## src/rtl/irq_pkg.sv

```systemverilog
`default_nettype none
// ============================================================================
// Module      : irq_pkg
// Description : Shared constants and types for the HuC6280 interrupt
//               controller: MMIO register offsets, vector select codes,
//               mask bit positions and the request FSM state encoding.
// Revision    : 1.0 - initial release
// ============================================================================
package irq_pkg;

  // Register offsets inside the interrupt MMIO window
  localparam logic [1:0] ADDR_MASK   = 2'd2;
  localparam logic [1:0] ADDR_STATUS = 2'd3;

  // Vector select codes presented to the CPU sequencer
  localparam logic [1:0] VEC_NONE = 2'b00;
  localparam logic [1:0] VEC_TIQ  = 2'b01;
  localparam logic [1:0] VEC_IRQ1 = 2'b10;
  localparam logic [1:0] VEC_IRQ2 = 2'b11;

  // Bit positions shared by the mask register and the pending/enabled vectors
  localparam int MASK_IRQ2_BIT = 0;
  localparam int MASK_IRQ1_BIT = 1;
  localparam int MASK_TIQ_BIT  = 2;

  // Request handshake state
  typedef enum logic [1:0] {
    ST_IDLE = 2'd0,
    ST_REQ  = 2'd1,
    ST_LOCK = 2'd2
  } irq_state_e;

  // Fixed priority TIQ > IRQ1 > IRQ2 over the enabled source vector
  function automatic logic [1:0] irq_encode(input logic [2:0] enabled);
    if (enabled[MASK_TIQ_BIT])       return VEC_TIQ;
    else if (enabled[MASK_IRQ1_BIT]) return VEC_IRQ1;
    else if (enabled[MASK_IRQ2_BIT]) return VEC_IRQ2;
    else                             return VEC_NONE;
  endfunction

endpackage
`default_nettype wire

```

## src/rtl/irq_sync.sv

```systemverilog
`default_nettype none
// ============================================================================
// Module      : irq_sync
// Description : SYNC_STAGES-deep flop chain bringing an asynchronous
//               active-low level into the core clock domain. The chain only
//               advances when en is high and resets to 1 (deasserted).
// Ports       : clk      - core clock
//               reset_n  - asynchronous active-low reset (chain -> all ones)
//               en       - advance enable (core clock enable)
//               d_i      - asynchronous input level
//               q_o      - synchronised output level
// Revision    : 1.0 - initial release
// ============================================================================
module irq_sync #(
  parameter int SYNC_STAGES = 2
) (
  input  logic clk,
  input  logic reset_n,
  input  logic en,
  input  logic d_i,
  output logic q_o
);

  logic [SYNC_STAGES-1:0] sync_q;

  always_ff @(posedge clk or negedge reset_n) begin
    if (!reset_n) begin
      sync_q <= '1;
    end else if (en) begin
      sync_q <= {sync_q[SYNC_STAGES-2:0], d_i};
    end
  end

  assign q_o = sync_q[SYNC_STAGES-1];

endmodule
`default_nettype wire

```

## src/rtl/irq_controller.sv

```systemverilog
`default_nettype none
// ============================================================================
// Module      : irq_controller
// Description : HuC6280 interrupt controller. Synchronises IRQ1/IRQ2,
//               holds the mask register (offset 2) and status/ack register
//               (offset 3), prioritises TIQ > IRQ1 > IRQ2 and runs the
//               request/lock handshake with the CPU sequencer.
// Ports       : clk, reset_n      - core clock, async active-low reset
//               clk_en            - core clock enable, gates all state
//               re, we, CEI_n     - MMIO read/write strobes, window select
//               addr, dIn, dOut   - register offset, write and read data
//               TIQ_n, TIQ_ack    - timer request level and acknowledge
//               IRQ1_n, IRQ2_n    - asynchronous external requests
//               int_n, vec_sel    - request and selected source to the CPU
//               int_ack, vec_done - CPU vector fetch start / end
// Revision    : 1.0 - initial release
// ============================================================================
module irq_controller
  import irq_pkg::*;
#(
  parameter int SYNC_STAGES = 2
) (
  input  logic       clk,
  input  logic       reset_n,
  input  logic       clk_en,
  input  logic       re,
  input  logic       we,
  input  logic       CEI_n,
  input  logic [1:0] addr,
  input  logic [7:0] dIn,
  output logic [7:0] dOut,
  input  logic       TIQ_n,
  output logic       TIQ_ack,
  input  logic       IRQ1_n,
  input  logic       IRQ2_n,
  output logic       int_n,
  output logic [1:0] vec_sel,
  input  logic       int_ack,
  input  logic       vec_done
);

  // --------------------------------------------------------------------------
  // External line synchronisers
  // --------------------------------------------------------------------------
  logic irq1_sync;
  logic irq2_sync;

  irq_sync #(.SYNC_STAGES(SYNC_STAGES)) u_sync_irq1 (
    .clk     (clk),
    .reset_n (reset_n),
    .en      (clk_en),
    .d_i     (IRQ1_n),
    .q_o     (irq1_sync)
  );

  irq_sync #(.SYNC_STAGES(SYNC_STAGES)) u_sync_irq2 (
    .clk     (clk),
    .reset_n (reset_n),
    .en      (clk_en),
    .d_i     (IRQ2_n),
    .q_o     (irq2_sync)
  );

  // --------------------------------------------------------------------------
  // Pending / enabled sources
  // --------------------------------------------------------------------------
  logic [2:0] pending;
  logic [2:0] enabled;
  logic [1:0] vec_enc;
  logic [2:0] mask_q;

  assign pending[MASK_TIQ_BIT]  = ~TIQ_n;
  assign pending[MASK_IRQ1_BIT] = ~irq1_sync;
  assign pending[MASK_IRQ2_BIT] = ~irq2_sync;

  assign enabled = pending & ~mask_q;
  assign vec_enc = irq_encode(enabled);

  // --------------------------------------------------------------------------
  // MMIO register writes
  // --------------------------------------------------------------------------
  logic sel_wr;
  logic mask_wr;
  logic status_wr;
  logic ack_pend_q;
  logic ack_pend_d;

  assign sel_wr    = ~CEI_n & we & clk_en;
  assign mask_wr   = sel_wr & (addr == ADDR_MASK);
  assign status_wr = sel_wr & (addr == ADDR_STATUS);

  // ack_pend lives for one clk_en period; a write in that period re-arms it
  assign ack_pend_d = status_wr;

  always_ff @(posedge clk or negedge reset_n) begin
    if (!reset_n) begin
      mask_q     <= 3'b000;
      ack_pend_q <= 1'b0;
    end else if (clk_en) begin
      ack_pend_q <= ack_pend_d;
      if (mask_wr) begin
        mask_q <= dIn[2:0];
      end
    end
  end

  assign TIQ_ack = ack_pend_q;

  // Only the low three data bits carry state
  logic unused_din;
  assign unused_din = ^dIn[7:3];

  // --------------------------------------------------------------------------
  // MMIO reads (combinational); status is raw, unmasked pending
  // --------------------------------------------------------------------------
  always_comb begin
    dOut = 8'h00;
    if (~CEI_n & re) begin
      case (addr)
        ADDR_MASK:   dOut = {5'b0, mask_q};
        ADDR_STATUS: dOut = {5'b0, pending};
        default:     dOut = 8'h00;
      endcase
    end
  end

  // --------------------------------------------------------------------------
  // Request FSM; int_n and vec_sel are registered alongside the state
  // --------------------------------------------------------------------------
  irq_state_e state_q;
  irq_state_e state_d;
  logic       int_n_q;
  logic       int_n_d;
  logic [1:0] vec_sel_q;
  logic [1:0] vec_sel_d;

  always_ff @(posedge clk or negedge reset_n) begin
    if (!reset_n) begin
      state_q   <= ST_IDLE;
      int_n_q   <= 1'b1;
      vec_sel_q <= VEC_NONE;
    end else if (clk_en) begin
      state_q   <= state_d;
      int_n_q   <= int_n_d;
      vec_sel_q <= vec_sel_d;
    end
  end

  always_comb begin
    state_d   = state_q;
    int_n_d   = int_n_q;
    vec_sel_d = vec_sel_q;
    case (state_q)
      ST_IDLE: begin
        int_n_d   = 1'b1;
        vec_sel_d = VEC_NONE;
        if (enabled != 3'b000) begin
          state_d   = ST_REQ;
          int_n_d   = 1'b0;
          vec_sel_d = vec_enc;
        end
      end
      ST_REQ: begin
        // int_ack wins over a simultaneous withdrawal so the CPU's fetch
        // always gets the vector it already committed to
        if (int_ack) begin
          state_d = ST_LOCK;
          int_n_d = 1'b1;
        end else if (enabled == 3'b000) begin
          state_d   = ST_IDLE;
          int_n_d   = 1'b1;
          vec_sel_d = VEC_NONE;
        end else begin
          int_n_d   = 1'b0;
          vec_sel_d = vec_enc;
        end
      end
      ST_LOCK: begin
        int_n_d = 1'b1;
        if (vec_done) begin
          state_d   = ST_IDLE;
          vec_sel_d = VEC_NONE;
        end
      end
      default: begin
        state_d   = ST_IDLE;
        int_n_d   = 1'b1;
        vec_sel_d = VEC_NONE;
      end
    endcase
  end

  assign int_n   = int_n_q;
  assign vec_sel = vec_sel_q;

endmodule
`default_nettype wire

```

## config.mk

```make
export PLATFORM = sky130hd
export DESIGN_NAME = irq_controller
export DESIGN_NICKNAME = d
export VERILOG_FILES = /design/src/rtl/irq_pkg.sv /design/src/rtl/irq_sync.sv /design/src/rtl/irq_controller.sv
export SDC_FILE = /design/constraint.sdc
export NUM_CORES = 1
export LEC_CHECK = 0
export CAP_MARGIN = 20
export CORE_MARGIN = 5
export CORE_UTILIZATION = 44
export CTS_BUF_LIST = sky130_fd_sc_hd__clkbuf_2
export DETAILED_ROUTE_END_ITERATION = 6
export PLACE_DENSITY = 0.85
export SETUP_SLACK_MARGIN = 0.1
export SLEW_MARGIN = 20
export SYNTH_ARGS = -nofsm -noshare
export SYNTH_HDL_FRONTEND = slang
export SYNTH_SLANG_ARGS = --single-unit
```

## constraint.sdc

```tcl
create_clock -name clk -period 3.3 [get_ports clk]
set_clock_uncertainty 0.15 [all_clocks]
set_input_delay 0.33 -clock clk [delete_from_list [all_inputs] [get_ports clk]]
set_output_delay 0.33 -clock clk [all_outputs]
set_load 0.01 [all_outputs]
```

**Yosys cells after proc, flatten, opt, wreduce, memory -nomap -nowiden**

Index checks and enable logic that the tools add are counted.

- Flip-flop bits (word level): 13
- Bits of input ports: 21
- Logic and storage cells: 50

- Equality and inequality tests: 8
- Muxes and demuxes: 18
- Bitwise logic cells: 11
- Reduce and logical (&&, ||, !) cells: 6

Operator list:

| cell | number |
|---|---|
| 2-bit two-way mux | 10 |
| 2-bit case mux with 3 select lines | 2 |
| 2-bit equality test, second input constant | 3 |
| 2-bit inequality test, second input constant | 3 |
| 3-bit case mux with 2 select lines | 1 |
| 1-bit AND | 5 |
| 1-bit inverter | 4 |
| 4-bit AND reduction | 1 |
| 3-bit AND | 1 |
| 3-bit zero test | 1 |
| 1-bit two-way mux | 3 |
| 3-bit two-way mux | 1 |
| 3-bit inequality test, second input constant | 1 |
| 3-bit inverter | 1 |
| 3-bit AND reduction | 1 |
| 3-bit nonzero test | 1 |
| 2-bit by 1-bit equality test with 1-bit output, second input constant | 1 |
| 2-bit zero test | 1 |
| 1-bit case mux with 2 select lines | 1 |
| 2-bit AND reduction | 1 |

**Logic depth before layout (Yosys ltp)**

Gate-level depths: netlist of run 1.

- Depth after elaboration: 8
- Gate-level depth with buffers: 3
- Depth with buffers taken out: 3

**Modules after synthesis**

A second synthesis of run 1 with hierarchy kept.

- Cells, all modules: 59
- Area total of the unflattened synthesis: 695.7 sq um

By module, submodules not included:

| module | instances | cells an instance | area an instance (sq um) | sequential area each (sq um) |
|---|---|---|---|---|
| irq_controller | 1 | 51 | 545.5 | 226.5 |
| irq_sync | 2 | 4 | 75.1 | 52.6 |

**Least setup slack after synthesis of run 1**

Ideal clock, no wire load.

- Path kind: input to register
- From: in CEI_n
- To: reg mask_q[0]
- Setup time: 0.125 ns
- Arrival time: 1.052 ns
- Slack: 1.973 ns
- Cell stages on the path: 3
- Buffers on the path: 0
- Cell sequence: nand3b_4 -> nor3b_4 -> mux2_2

- Word-level cells in the longest chain between the ends: 5

Ends and longest elaborated chain:

| item | line | text |
|---|---|---|
| start, declared | irq_controller.sv:28 | `input logic CEI_n,` |
| 1-bit inverter | irq_controller.sv:88 | `assign sel_wr = ~CEI_n & we & clk_en;` |
| 1-bit AND (2 in series) | irq_controller.sv:88 |  |
| 1-bit AND | irq_controller.sv:89 | `assign mask_wr = sel_wr & (addr == ADDR_MASK);` |
| 2-bit AND reduction (no line) | -- |  |
| end signal, assigned | irq_controller.sv:102 | `mask_q <= dIn[2:0];` |
| end, declared | irq_controller.sv:70 | `logic [2:0] mask_q;` |

No other way between the ends.
A chain may end at the register's enable or synchronous reset.

**Worst setup path after layout of run 1**

- From: in addr[0]
- To: out dOut[0]

- Word-level cells in the longest chain between the ends: 3

Ends and longest elaborated chain:

| item | line | text |
|---|---|---|
| start, declared | irq_controller.sv:29 | `input logic [1:0] addr,` |
| 2-bit equality test | irq_controller.sv:119 | `case (addr)` |
| 3-bit case mux with 2 select lines (*) | irq_controller.sv:119 |  |
| 3-bit two-way mux (*) | irq_controller.sv:118 | `if (~CEI_n & re) begin` |
| end, declared | irq_controller.sv:31 | `output logic [7:0] dOut,` |

Mark *: on every way between the ends. The rest lies on a longest branch, timed or not.

==> metrics.txt, run 1 <==
status=completed; DP HPWL=1150 um; RD Place Congestion=0.786; Worst VDD drop=0.000355 V; Slew @ Worst Pin=0.561 ns; Reg power frac=0.499; Critical Path Source Type=input port; Hold/Removal Path Class=input port to async pin; Total Neg Setup Slack=0 ns; most common cell after layout, fill and taps aside=clkdlybuf4s50_1; Max clock buf depth=2; vias after detailed routing=511; Largest delay share family, worst path=buffers and inverters; Pint=0.000325 W; CP dominant cell by count=clkdlybuf4s50_1; Post-Synth Simple-Gate Area=0.140; Max transition margin=0.625; Post-CTS Setup Bufs=0; Synth-to-Final Area Change=32.3%; register area share after synthesis=0.475; initial antenna violation count=0; row cnt=14; fin nets=107; GRT Total Usage=0.109; Yosys warning count=0; core footprint=1510 sq um; Sw Ratio=0.295; Synth Instances=62; Overflow after GRT=0; final wirelength=1340 um; CTS tree=yes; DRT antenna net count=0; Logic pwr share=0.324; CTS buffer count=3; crit end category=output port; slowest CP cell=clkdlybuf4s50_1; Clock transition at path regs=0.12 ns; first-pass GRT wire length=2120 um; DR pass1 iterations=3; CTS Root Cell=clkbuf_2; final worst path period share=0.671; CP cell instances=clkdlybuf4s50_1, mux2i_1, nor2_1, clkdlybuf4s50_1; P_leak=0.412 nW; WL per Instance=13.2 um; syn avg cell area=11.3 sq um; Clock power frac=0.177; final core utilization=0.613; worst-skew pair later-pin latency=0.26 ns; vias in the first global route=502; Die Wd=49.8 um; DR DRC count=0; adder-cell share of the synthesized area=0; antenna fix cells=0; Die Span Y=49.8 um; share of cells above drive strength 1=0.212; net switching power=0.000136 W; worst path arrival time=1.73 ns; peak fanout along the critical path=5; max incr delay on CP=0.64 ns; fmax=452 MHz; most frequent cells in the layout=22 x clkdlybuf4s50_1, 8 x dfrtp_1; Initial Util=0.463; Yosys cell types=25; XOR/XNOR Fraction of Synth Area=0; max-slew violation count=0; iteration-0 DRC count of the detailed router=8; FF+latch count, synth=13; CTS sink count=13; number of I/O port buffers=22; post-CTS sizing=0; # setup viols final=0; PD cells=500 nW/um^2; required time of the critical path=2.82 ns; RSZ-0062 raised after global routing=no; cts hold-fix bufs=0; Netlist Area Pre-Place=698 sq um; mux cell area share after synthesis=0.145; I/O Pins=33; largest family of logic cells by synthesized area=multiplexers; htree depth=1; maxcap violations=0; Compound-Gate Fraction of Synth Area=0.136; largest net degree at the start of global routing=15; Min Clock Period, post-route=2.21 ns; Die Area=2480 sq um; type of the worst setup path=input port to output port; vias per inst=5.06; final hold vios=0; Worst Path Buf+Inv=2
-- power groups by stage --
stage / Combinational [W] / Sequential, W / Clock, W
finish: 0.000149 / 0.000230 / 0.0000817
global route: 0.000161 / 0.000236 / 0.0000894
CTS: 0.000151 / 0.000231 / 0.0000840
detailed placement: 0.000151 / 0.000234 / 0
global placement: 0.000146 / 0.000230 / 0
floorplan: 0.0000818 / 0.000234 / 0
-- state kept, by name (all words and copies together) (netlist names) --
name,flops
mask_q,3
state_q,2
u_sync_irq1.sync_q,2
u_sync_irq2.sync_q,2
vec_sel,2
TIQ_ack,1
int_n,1
-- cell families (layout without fill, tap and decap cells) --
family | Yosys count | count (layout)
buffers and inverters | 12 | 31
flip-flops | 13 | 13
AND/OR/NAND/NOR | 14 | 14
multiplexers | 9 | 9
AO/OA/AOI/OAI | 13 | 13
other | 1 | 5
-- Yosys cell counts, drive strengths merged --
master  instances  share of area
dfstp           5           0.19
a32o            2          0.029
inv             5          0.027
o22ai           2          0.018
nor3b           2          0.038
dfrtp           8           0.29
a21oi           1          0.013
o211a           1          0.014
conb            1         0.0054
o32ai           1          0.013
nand2           4          0.021
buf             7          0.072
and2b           1          0.014
mux2            6           0.10
o21a            1          0.011
nor2            5          0.027
o21ai           4          0.029
mux2i           3          0.043
nand3b          2          0.039
o211ai          1          0.011
-- stage by stage --
stage	hold slack (ns)	instances	cell area (sq um)	power, W	setup slack (ns)
final	0.264	101	923	0.000461	1.09
after global routing	0.294	101	923	0.000487	1.03
after CTS	0.277	101	923	0.000466	1.08
after detailed placement	0.333	97	903	0.000385	1.08
after global placement	0.327	97	903	0.000376	1.09
after floorplan	-0.116	66	713	0.000316	1.97
-- cell type report --
type                            count  area, sq um
Tap cell                           16         20.0
Clock buffer                        4         20.0
Multi-Input combinational cell     41          313
Timing Repair Buffer               22          220
Inverter                            5         18.8
Sequential cell                    13          332
Fill cell                         126          583
-- path summary, 6_finish.rpt --
path	start	end	slack, ns	cells past startpoint
max in group asynchronous	reset_n	u_sync_irq2.sync_q[1]	2.36	1
min in group clk	u_sync_irq1.sync_q[0]	u_sync_irq1.sync_q[1]	0.35	2
max reg2reg	state_q[0]	vec_sel[1]	1.91	3
max	addr[0]	dOut[0]	1.09	4
min reg2reg	u_sync_irq1.sync_q[0]	u_sync_irq1.sync_q[1]	0.35	2
min	reset_n	state_q[0]	0.26	1
-- metal layers --
metal,wire length [um],track usage,vias to the layer above
li1,-,-,252
met5,0,0,-
met4,17,0.0306,0
met2,714,0.206,18
met1,504,0.117,237
met3,99,0.0271,4
No activity file was read; power rests on OpenSTA's default activity.
==> run 2: changes to the inputs <==
--- a/config.mk
+++ b/config.mk
@@ -7,10 +7,10 @@
 export LEC_CHECK = 0
 export CAP_MARGIN = 20
 export CORE_MARGIN = 5
-export CORE_UTILIZATION = 44
+export CORE_UTILIZATION = 41
 export CTS_BUF_LIST = sky130_fd_sc_hd__clkbuf_2
 export DETAILED_ROUTE_END_ITERATION = 6
-export PLACE_DENSITY = 0.85
+export PLACE_DENSITY = 0.8
 export SETUP_SLACK_MARGIN = 0.1
 export SLEW_MARGIN = 20
 export SYNTH_ARGS = -nofsm -noshare
==> constraint.sdc (replaced) <==
create_clock -name clk -period 2.1 [get_ports clk]
set_clock_uncertainty 0.15 [all_clocks]
set_input_delay 0.21 -clock clk [delete_from_list [all_inputs] [get_ports clk]]
set_output_delay 0.21 -clock clk [all_outputs]
set_load 0.01 [all_outputs]
==> metrics.txt, run 2 (synthesized netlist as in run 1, its figures left out) <==
Worst Path Buf+Inv=2; final wirelength=1310 um; I/O Pins=33; Clock transition at path regs=0.13 ns; peak fanout along the critical path=3; CTS sink count=13; CTS buffer count=3; RSZ-0062 raised after global routing=no; most frequent cells in the layout=20 x clkdlybuf4s50_1, 8 x dfrtp_1; Critical Path Source Type=flip-flop; WL per Instance=12.7 um; CTS Root Cell=clkbuf_2; htree depth=1; Synth-to-Final Area Change=33.7%; antenna fix cells=0; CP cell instances=inv_1, mux2i_1, nor2_1, clkdlybuf4s50_1; final hold vios=0; max-slew violation count=0; CTS tree=yes; RD Place Congestion=0.780; vias after detailed routing=534; number of I/O port buffers=22; Worst VDD drop=0.000443 V; max incr delay on CP=0.56 ns; Overflow after GRT=0; core footprint=1670 sq um; PD cells=779 nW/um^2; largest net degree at the start of global routing=14; flip-flop and latch area=332 sq um; crit end category=output port; worst hold margin=0.139 ns; DR pass1 iterations=4; slowest CP cell=dfstp_2; first-pass GRT wire length=2190 um; area taken by multi-input logic gates=313 sq um; status=completed; worst path arrival time=1.55 ns; GRT Total Usage=0.117; Die Area=2630 sq um; Die Span Y=51.3 um; DRT antenna net count=0; DP HPWL=1070 um; Max clock buf depth=2; max reg flops=3; Die Wd=51.3 um; Largest delay share family, worst path=flip-flops; Hold/Removal Path Class=input port to async pin; type of the worst setup path=flip-flop to output port; cts hold-fix bufs=0; maxcap violations=0; Top reg by flops=mask_q; Initial Util=0.418; required time of the critical path=1.74 ns; DR DRC count=0; Max transition margin=0.615; vias per inst=5.18; vias in the first global route=517; fmax=524 MHz; final worst path period share=0.908; initial antenna violation count=0; Fillers=149; row cnt=15; Total Neg Setup Slack=0 ns; worst-skew pair later-pin latency=0.27 ns; fin nets=108; iteration-0 DRC count of the detailed router=8; Min Clock Period, post-route=1.91 ns; share of cells above drive strength 1=0.221; most common cell after layout, fill and taps aside=clkdlybuf4s50_1; Slew @ Worst Pin=0.575 ns; # setup viols final=0; P_leak=0.436 nW
## run 2: power breakdown
| part | switching [W] | internal [W] | total (W) | leakage (nW) |
|---|---|---|---|---|
| sequential | 0.0000436 | 0.000317 | 0.000360 | 0.153 |
| clock | 0.0000803 | 0.0000505 | 0.000131 | 0.0166 |
| combinational | 0.0000913 | 0.000144 | 0.000236 | 0.267 |
## run 2: path summary, 6_finish.rpt
kind	from	end	slack (ns)	cells after the start
setup / recovery	u_sync_irq1.sync_q[1]	dOut[1]	0.19	4
setup reg to reg	state_q[0]	vec_sel[1]	0.72	3
min in group clk	addr[0]	TIQ_ack	0.28	3
max in group asynchronous	reset_n	u_sync_irq1.sync_q[0]	1.28	1
hold / removal	reset_n	mask_q[0]	0.14	1
hold reg to reg	u_sync_irq1.sync_q[0]	u_sync_irq1.sync_q[1]	0.35	2
## run 2: routing by layer
layer / global-route usage / vias to the layer above / wire length (um)
li1: - / 254 / -
met1: 0.129 / 253 / 511
met2: 0.204 / 25 / 682
met3: 0.0350 / 2 / 112
met4: 0.0524 / 0 / 6
met5: 0 / - / 0
## run 2: per-stage QoR
step,cells,power [W],area [sq um],utilization,setup WS (ns)
global route,103,0.000775,933,0.559,0.113
floorplan,66,0.000496,713,-,0.775
global placement,99,0.000593,912,0.546,0.114
detailed placement,99,0.000605,912,0.546,0.116
CTS,103,0.000737,931,0.557,0.149
finish,103,0.000727,933,0.559,0.193
## run 2: layout make-up
type / count / share of cell area
tap: 17 / 0.0228
multi-input combinational: 41 / 0.335
inverter: 5 / 0.0201
timing repair buffer: 23 / 0.245
sequential: 13 / 0.355
clock buffer: 4 / 0.0214
## run 2: repair_timing
action	in CTS	in global routing
setup buffers	0	0
resized for setup	1	1
setup endpoints to repair	1	1
==> run 3: changes to the inputs <==
--- a/config.mk
+++ b/config.mk
@@ -11,6 +11,7 @@
 export CTS_BUF_LIST = sky130_fd_sc_hd__clkbuf_2
 export DETAILED_ROUTE_END_ITERATION = 6
 export PLACE_DENSITY = 0.8
+export RECOVER_POWER = 25
 export SETUP_SLACK_MARGIN = 0.1
 export SLEW_MARGIN = 20
 export SYNTH_ARGS = -nofsm -noshare
==> metrics.txt, run 3 (synthesized netlist as in run 1, its figures left out) <==
number of I/O port buffers=22; Logic pwr share=0.324; Top reg by flops=mask_q; Die Wd=51.3 um; Initial Util=0.418; Worst VDD drop=0.000443 V; pre-CTS setup slack=0.116 ns; core footprint=1670 sq um; DR pass1 iterations=4; DRT antenna net count=0; Die Span Y=51.3 um; PD cells=778 nW/um^2; P_leak=0.437 nW; DP HPWL=1070 um; Total Neg Setup Slack=0 ns; max incr delay on CP=0.56 ns; htree depth=1; Max transition margin=0.612; Worst Path Buf+Inv=2; Pint=0.000511 W; crit end category=output port; Reg power frac=0.496; # setup viols final=0; Critical Path Source Type=flip-flop; worst-skew pair later-pin latency=0.27 ns; Min Clock Period, post-route=1.91 ns; worst hold margin=0.209 ns; most frequent cells in the layout=19 x clkdlybuf4s50_1, 8 x dfrtp_1; cts hold-fix bufs=0; RSZ-0062 raised after global routing=no; Die Area=2630 sq um; Overflow after GRT=0; vias in the first global route=517; net switching power=0.000215 W; peak fanout along the critical path=3; vias per inst=5.18; fin worst setup slack=0.193 ns; share of cells above drive strength 1=0.221; max reg flops=3; slowest CP cell=dfstp_2; first-pass GRT wire length=2190 um; CTS sink count=13; CTS tree=yes; Synth-to-Final Area Change=33.7%; Clock power frac=0.180; Largest delay share family, worst path=flip-flops; fmax=524 MHz; vias after detailed routing=534; RD Place Congestion=0.780; largest net degree at the start of global routing=14; maxcap violations=0; Sw Ratio=0.296; most common cell after layout, fill and taps aside=clkdlybuf4s50_1; antenna fix cells=0; GRT Total Usage=0.117; final wirelength=1310 um; fin nets=108; DR DRC count=0; final worst path period share=0.908; Clock transition at path regs=0.13 ns; worst path arrival time=1.55 ns; type of the worst setup path=flip-flop to output port; CP cell instances=inv_1, mux2i_1, nor2_1, clkdlybuf4s50_1; required time of the critical path=1.74 ns; I/O Pins=33; CTS Root Cell=clkbuf_2; CTS buffer count=3; Hold/Removal Path Class=input port to async pin; max-slew violation count=0; row cnt=15; Slew @ Worst Pin=0.581 ns; WL per Instance=12.7 um; initial antenna violation count=0; status=completed; Max clock buf depth=2; final hold vios=0; iteration-0 DRC count of the detailed router=8; Fillers=149
[run 3: cell types whose count changed in the layout (fill, tap and decap cells not counted)]
cell             delta
clkdlybuf4s50_1     -1
dlygate4sd3_1       +1
[run 3: layout make-up]
| type | instances | area (sq um) | share of cell area |
|---|---|---|---|
| Multi-Input combinational cell | 41 | 313 | 0.335 |
| Clock buffer | 4 | 20.0 | 0.0214 |
| Sequential cell | 13 | 332 | 0.355 |
| Tap cell | 17 | 21.3 | 0.0228 |
| Inverter | 5 | 18.8 | 0.0201 |
| Timing Repair Buffer | 23 | 229 | 0.245 |
[run 3: worst paths after layout]
| path | from | endpoint | slack (ns) | cells past startpoint |
|---|---|---|---|---|
| setup reg to reg | state_q[0] | vec_sel[1] | 0.72 | 3 |
| hold / removal | reset_n | mask_q[0] | 0.21 | 1 |
| min in group clk | addr[0] | TIQ_ack | 0.28 | 3 |
| setup / recovery | u_sync_irq1.sync_q[1] | dOut[1] | 0.19 | 4 |
| max in group asynchronous | reset_n | u_sync_irq1.sync_q[0] | 1.21 | 1 |
| hold reg to reg | u_sync_irq1.sync_q[0] | u_sync_irq1.sync_q[1] | 0.35 | 2 |
[run 3: through the flow]
step | utilization | instance area (sq um) | std cells | power [W]
5_1_grt | 0.559 | 933 | 103 | 0.000775
6_report | 0.559 | 933 | 103 | 0.000726
3_3_place_gp | 0.546 | 912 | 99 | 0.000593
4_1_cts | 0.557 | 931 | 103 | 0.000737
2_1_floorplan | - | 713 | 66 | 0.000496
3_5_place_dp | 0.546 | 912 | 99 | 0.000605
[run 3: per-layer routing]
| layer | share of wire | up-vias | track usage |
|---|---|---|---|
| met5 | 0 | - | 0 |
| met4 | 0.0046 | 0 | 0.0524 |
| met3 | 0.085 | 2 | 0.0350 |
| met2 | 0.52 | 25 | 0.204 |
| met1 | 0.39 | 253 | 0.129 |
| li1 | - | 254 | - |
[run 3: worst register-to-register path: cells and delay by family, from the launching register on]
kind           cells  cell delay (ns)
flip-flops         1             0.43
AO/OA/AOI/OAI      2             0.38
multiplexers       1             0.31
[run 3: what timing repair did]
action                     CTS  global route
resized for setup            1             1
setup endpoints to repair    1             1
setup buffers                0             0
[run 3: power groups by stage]
stage	combinational, W	sequential, W	clock, W
final	0.000235	0.000360	0.000131
after global routing	0.000256	0.000371	0.000148
after CTS	0.000239	0.000362	0.000136
after detailed placement	0.000238	0.000367	0
after global placement	0.000231	0.000362	0
after floorplan	0.000128	0.000368	0
